===== src/rtl/ex_mdu.sv =====
// Iterative RV32M multiply/divide unit for the EX stage: shift-add multiply and
// restoring divide on operand magnitudes, one bit per cycle, stalling the pipe until done.
//
// state | meaning
// IDLE  | waiting for an M instruction in EX; captures operands on accept
// CALC  | one multiply/divide iteration per cycle, WIDTH cycles
// DONE  | result valid for one cycle, instruction leaves EX
module ex_mdu #(
    parameter int WIDTH        = 32,
    parameter bit FAST_SPECIAL = 1'b1
) (
    input  logic             clk,
    input  logic             rst,
    input  logic             valid_in,
    input  logic [2:0]       funct3,
    input  logic [WIDTH-1:0] op_a,
    input  logic [WIDTH-1:0] op_b,
    input  logic             flush,
    output logic             stall,
    output logic             busy,
    output logic             done,
    output logic [WIDTH-1:0] result
);

    localparam int CW = (WIDTH > 1) ? $clog2(WIDTH) : 1;

    typedef enum logic [1:0] {
        S_IDLE,
        S_CALC,
        S_DONE
    } state_t;

    state_t             r_state;
    state_t             w_state_nx;
    logic [2:0]         r_f3;
    logic [WIDTH-1:0]   r_b;
    logic [WIDTH-1:0]   r_hi;
    logic [WIDTH-1:0]   r_lo;
    logic [CW-1:0]      r_cnt;
    logic               r_neg_lo;
    logic               r_neg_hi;
    logic [WIDTH-1:0]   r_result;

    logic               w_accept;
    logic               w_last;
    logic               w_is_div;
    logic               w_a_sgn;
    logic               w_b_sgn;
    logic               w_neg_a;
    logic               w_neg_b;
    logic [WIDTH-1:0]   w_mag_a;
    logic [WIDTH-1:0]   w_mag_b;
    logic               w_b_zero;
    logic               w_ovf;
    logic               w_special;
    logic [WIDTH-1:0]   w_special_res;

    logic [WIDTH:0]     w_madd;
    logic [WIDTH:0]     w_shift;
    logic               w_ge;
    logic [WIDTH-1:0]   w_rem_sub;
    logic [WIDTH-1:0]   w_hi_nx;
    logic [WIDTH-1:0]   w_lo_nx;
    logic [2*WIDTH-1:0] w_prod;
    logic [2*WIDTH-1:0] w_prod_s;
    logic [WIDTH-1:0]   w_quo;
    logic [WIDTH-1:0]   w_rem;
    logic [WIDTH-1:0]   w_final;

    assign stall  = valid_in & ~done & ~flush;
    assign busy   = (r_state == S_CALC);
    assign done   = (r_state == S_DONE);
    assign result = r_result;

    assign w_accept = (r_state == S_IDLE) & valid_in & ~flush;
    assign w_last   = (r_cnt == CW'(WIDTH - 1));

    // Operand signedness: MULH both, MULHSU rs1 only, DIV/REM both, the rest unsigned.
    assign w_is_div = funct3[2];
    assign w_a_sgn  = w_is_div ? ~funct3[0] : (funct3[1:0] == 2'b01 || funct3[1:0] == 2'b10);
    assign w_b_sgn  = w_is_div ? ~funct3[0] : (funct3[1:0] == 2'b01);
    assign w_neg_a  = w_a_sgn & op_a[WIDTH-1];
    assign w_neg_b  = w_b_sgn & op_b[WIDTH-1];
    assign w_mag_a  = w_neg_a ? -op_a : op_a;
    assign w_mag_b  = w_neg_b ? -op_b : op_b;
    assign w_b_zero = (op_b == '0);
    assign w_ovf    = w_is_div & ~funct3[0] & (op_a == {1'b1, {(WIDTH-1){1'b0}}}) & (op_b == '1);

    assign w_special     = FAST_SPECIAL & w_is_div & (w_b_zero | w_ovf);
    assign w_special_res = funct3[1] ? (w_b_zero ? op_a : '0) : (w_b_zero ? '1 : op_a);

    // Multiply: {hi,lo} shifts right, multiplicand added into hi when lo[0] is set.
    assign w_madd = {1'b0, r_hi} + {1'b0, (r_lo[0] ? r_b : {WIDTH{1'b0}})};

    // Divide: hi is the partial remainder, lo shifts the dividend out and the quotient in.
    assign w_shift   = {r_hi, r_lo[WIDTH-1]};
    assign w_ge      = (w_shift >= {1'b0, r_b});
    assign w_rem_sub = w_shift[WIDTH-1:0] - r_b;

    always_comb begin
        w_hi_nx = w_madd[WIDTH:1];
        w_lo_nx = {w_madd[0], r_lo[WIDTH-1:1]};
        if (r_f3[2]) begin
            w_hi_nx = w_ge ? w_rem_sub : w_shift[WIDTH-1:0];
            w_lo_nx = {r_lo[WIDTH-2:0], w_ge};
        end
    end

    assign w_prod   = {w_hi_nx, w_lo_nx};
    assign w_prod_s = r_neg_lo ? -w_prod : w_prod;
    assign w_quo    = r_neg_lo ? -w_lo_nx : w_lo_nx;
    assign w_rem    = r_neg_hi ? -w_hi_nx : w_hi_nx;

    always_comb begin
        w_final = w_prod_s[2*WIDTH-1:WIDTH];
        case (r_f3)
            3'd0:       w_final = w_prod_s[WIDTH-1:0];
            3'd4, 3'd5: w_final = w_quo;
            3'd6, 3'd7: w_final = w_rem;
            default:    w_final = w_prod_s[2*WIDTH-1:WIDTH];
        endcase
    end

    always_ff @(posedge clk or posedge rst) begin
        if (rst) begin
            r_state <= S_IDLE;
        end else begin
            r_state <= w_state_nx;
        end
    end

    always_comb begin
        w_state_nx = r_state;
        case (r_state)
            S_IDLE: begin
                if (w_accept) begin
                    w_state_nx = w_special ? S_DONE : S_CALC;
                end
            end
            S_CALC: begin
                if (flush) begin
                    w_state_nx = S_IDLE;
                end else if (w_last) begin
                    w_state_nx = S_DONE;
                end
            end
            S_DONE:  w_state_nx = S_IDLE;
            default: w_state_nx = S_IDLE;
        endcase
    end

    always_ff @(posedge clk or posedge rst) begin
        if (rst) begin
            r_f3     <= '0;
            r_b      <= '0;
            r_hi     <= '0;
            r_lo     <= '0;
            r_cnt    <= '0;
            r_neg_lo <= 1'b0;
            r_neg_hi <= 1'b0;
            r_result <= '0;
        end else if (w_accept) begin
            r_f3     <= funct3;
            r_b      <= w_mag_b;
            r_hi     <= '0;
            r_lo     <= w_mag_a;
            r_cnt    <= '0;
            // A zero divisor keeps the all-ones quotient unsigned so iteration matches the fast path.
            r_neg_lo <= (w_neg_a ^ w_neg_b) & ~(w_is_div & w_b_zero);
            r_neg_hi <= w_neg_a;
            if (w_special) begin
                r_result <= w_special_res;
            end
        end else if (r_state == S_CALC && !flush) begin
            r_hi  <= w_hi_nx;
            r_lo  <= w_lo_nx;
            r_cnt <= r_cnt + 1'b1;
            if (w_last) begin
                r_result <= w_final;
            end
        end
    end

endmodule


===== config.mk =====
export PLATFORM = sky130hd
export DESIGN_NAME = ex_mdu
export DESIGN_NICKNAME = d
export VERILOG_FILES = /design/src/rtl/ex_mdu.sv
export SDC_FILE = /design/constraint.sdc
export NUM_CORES = 1
export LEC_CHECK = 0
export BUFFER_PORTS_ARGS = -buffer_cell sky130_fd_sc_hd__buf_2
export CAP_MARGIN = 25
export CORE_MARGIN = 2
export CORE_UTILIZATION = 55
export CTS_BUF_LIST = sky130_fd_sc_hd__clkbuf_16
export DETAILED_ROUTE_END_ITERATION = 7
export GPL_TIMING_DRIVEN = 1
export PLACE_DENSITY_LB_ADDON = 0.05
export SLEW_MARGIN = 20
export SYNTH_ARGS = -nofsm -noshare
export SYNTH_HDL_FRONTEND = slang
export SYNTH_SLANG_ARGS = --single-unit

===== constraint.sdc =====
create_clock -name clk -period 11.85 [get_ports clk]
set_input_delay 2.37 -clock clk [delete_from_list [all_inputs] [get_ports clk]]
set_output_delay 2.37 -clock clk [all_outputs]
set_load 0.01 [all_outputs]

==> flow_summary.yaml <==
run_status:
  status: "finished, final reports clean"
finish:
  syn_to_final_growth_pct: 7.54
  nets: 2280
  antennaDiodeCount: 0
  drive_gt1_share_pct: 10.1
setup_path:
  reg2regPathDepth: 21
  path_delay_family: "compound AO/OA/AOI/OAI gates"
  cpPeakStageDelay_ns: 0.50
  arrival_ns: 6.81
  crit_type: "flop to flop"
  slowest_stage: "or4b_1"
  cp.required_ns: 12.16
  cp_max_fo: 16
  rrSetupSlack_ns: 5.34
  worstSetupStartpointType: "flop"
  reg2reg_from: "r_b[1]"
  path_buf_inv: 2
  cp_cell_sequence: "inv_1 -> ha_1 -> nor2b_1 -> o2111ai_1 -> a21o_1 -> a311o_2 -> a31oi_2 -> a21oi_1 -> ha_1 -> o21ai_0 -> or4b_1 -> inv_1 -> nand2_1 -> or3_1 -> or2_2 -> nor3_1 -> nand4_1 -> o31ai_2 -> xnor2_1 -> a222oi_1 -> o21ai_1"
  r2r_end: "result[26]"
  critPathCaptureType: "flop"
clocking:
  cts_setup_buffers: 0
  cts_sinks: 140
  hold_buffers: 0
  post_cts_resized: 0
  ctsHtreeMaxLevel: 4
  cts_inserted_buffers: 17
  cts_buffer_depth: 2
  clk_root_buffer_cell: "clkbuf_16"
  clk_pin_slew_ns: 0.07
  worstSkewPairLatency_ns: 0.46
  cts_tree: "yes"
global_routing:
  antenna_found_initial: 0
  grt_pass1_vias: 15532
  grt_pass1_wl_um: 92100
  grt_max_degree: 94
  gr-usage-all-layers_pct: 39.4
  overflow: 0
timing:
  tns_ns: 0
  fin_crit_ns: 6.51
  setup_viol: 0
  tightest_slew_ns: 1.11
  hold_viol_final: 0
  worst_slack_ns: 5.34
  holdWs_ns: 0.486
  clock-skew-final_ns: 0.0179
  slew_viol_final: 0
  fin_crit_sh_pct: 54.9
  slew_headroom_pct: 25.7
  rsz0062_at_grt: "false"
  fmax_mhz: 154
logic_synthesis:
  synth_compound_area_share_pct: 29.4
  synthAdderAreaFrac_pct: 6.51
  synth-xor-area-share_pct: 9.51
  ys_types: 104
  synth_cells: 2130
  synth_top_family_by_area: "compound AO/OA/AOI/OAI gates"
  syn_area_mm2: 0.0158
  muxShareOfSynthArea_pct: 3.07
  ys.flop_type: "dfrtp_1"
  synth_nets: 2275
  yosysWarningCount: 0
  synthArstFlopShare_pct: 100
  syn_area_per_cell_um2: 7.43
  synth_edf_count: 0
  yosys.area_share.simple_pct: 23.9
  ys_seq_area_share_pct: 22.1
  synth_seq_cells: 140
route:
  post_drt_wl_per_cell_um: 23.7
  via_per_inst: 6.74
  drcViolationCount: 0
  wirelength_um: 60000
  drt_iter0_markers: 2384
  ant_nets: 0
  vias: 17062
  drt_pass1_iterations: 6
placement:
  dp_slack_ns: 5.35
  gp_congestion: 0.974
  io_buffer_count: 105
  dp_hpwl_um: 46200
min_path:
  hold_end: "result[3]"
  worstHoldStart: "result[3]"
  hold_class: "flop to flop"
  hold_depth: 2
run:
  cap_viol_max_count: 0
floorplan:
  dieWidth_um: 174
  dieHeight_um: 174
  design.core.area_mm2: 0.0285
  dieArea_mm2: 0.0302
  ioPinCount: 106
  rows: 62
  start_util_pct: 55.5
power_and_ir_drop:
  ir_worst_vdd_mv: 0.187
  leakage_nw: 7.07
  p_per_area_mw_per_mm2: 262
flip-flops by register name (all words and copies together), names as in the netlist:
signal and flops:
r_f3 3, r_state 2, result 32, r_neg_hi 1, r_neg_lo 1, r_hi 32
r_b 32, r_lo 32, r_cnt 5
worst reg2reg max path, cell delays in order (launching register included):
cell and delay (ns):
dfrtp_1 0.38, inv_1 0.09, ha_1 0.32, nor2b_1 0.15
o2111ai_1 0.48, a21o_1 0.46, a311o_2 0.35, a31oi_2 0.28
a21oi_1 0.43, ha_1 0.27, o21ai_0 0.12, or4b_1 0.50
inv_1 0.09, nand2_1 0.13, or3_1 0.45, or2_2 0.47
nor3_1 0.28, nand4_1 0.20, o31ai_2 0.32, xnor2_1 0.12
a222oi_1 0.38, o21ai_1 0.09
area by class of cell:
cell class,count,area [um2]
Inverter,69,264
Tap cell,384,480
Timing Repair Buffer,129,709
Clock inverter,15,138
Clock buffer,17,425
Multi-Input combinational cell,1778,11500
Sequential cell,140,3510
Fill cell,2772,11500
placed cells by master, fill, tap and decap left out, types with 23 or more instances in the layout:
cell and n:
xor2_1 61, a21o_1 28, nand4_1 40, nor2_1 149, nand2_1 243, buf_2 105, dfrtp_1 139, a21oi_1 162
nand3_1 56, inv_1 68, ha_1 72, o211ai_1 46, a211oi_1 23, mux2i_1 44, o31ai_1 34, and2_1 48
a31oi_1 23, xnor2_1 111, buf_4 23, nor3_1 71, o21ai_0 200
worst max-delay path by stage:
stage / start / end / slack, ns / cells past startpoint
finish: r_b[1] / result[26] / 5.34 / 21
floorplan: rst / r_b[0] / 5.73 / 1
detailed placement: op_b[6] / result[21] / 5.35 / 15
global route: r_b[1] / result[26] / 4.96 / 21
global placement: op_b[6] / result[21] / 5.51 / 15
CTS: r_b[1] / result[26] / 5.51 / 21
cell usage after synthesis, types with 28 or more instances:
cell	n	area [um2]
nand3_1	56	280
clkbuf_1	106	398
o21ai_0	201	1010
nand2_1	243	912
nor2_1	150	563
o31ai_1	34	255
a21oi_1	163	816
o211ai_1	46	345
dfrtp_1	140	3500
xor2_1	61	534
ha_1	72	901
mux2i_1	44	440
a21o_1	28	210
inv_1	69	259
and2_1	48	300
nor3_1	73	365
nand4_1	40	250
xnor2_1	111	972
logic make-up after synthesis:
kind of cell | after synthesis
multiplexers | 48
buffers and inverters | 212
AO/OA/AOI/OAI | 713
adder cells (fa/ha/maj) | 83
AND/OR/NAND/NOR | 762
flip-flops | 140
XOR/XNOR | 172
routing by layer:
metal | global-route usage [%] | share of wire [%]
met4 | 15.5 | 4.0
met5 | 0 | 0
met1 | 57.7 | 44
met3 | 8.25 | 10
met2 | 56.3 | 41
per-stage QoR:
step / area, um2 / instances / total power (W) / util [%]
4_1_cts: 17000 / 2531 / 0.00436 / 59.6
3_5_place_dp: 16500 / 2499 / 0.00381 / 57.6
6_report: 17000 / 2532 / 0.00447 / 59.6
2_1_floorplan: 15800 / 2130 / 0.00294 / -
5_1_grt: 17000 / 2532 / 0.00471 / 59.6
3_3_place_gp: 16400 / 2498 / 0.00379 / 57.6
power breakdown:
group	internal, W	leakage [nW]	switching [W]
clock network	0.000293	0.279	0.000247
logic	0.00108	4.97	0.00206
registers	0.000587	1.81	0.000204
(Power assumes the default switching activity.)
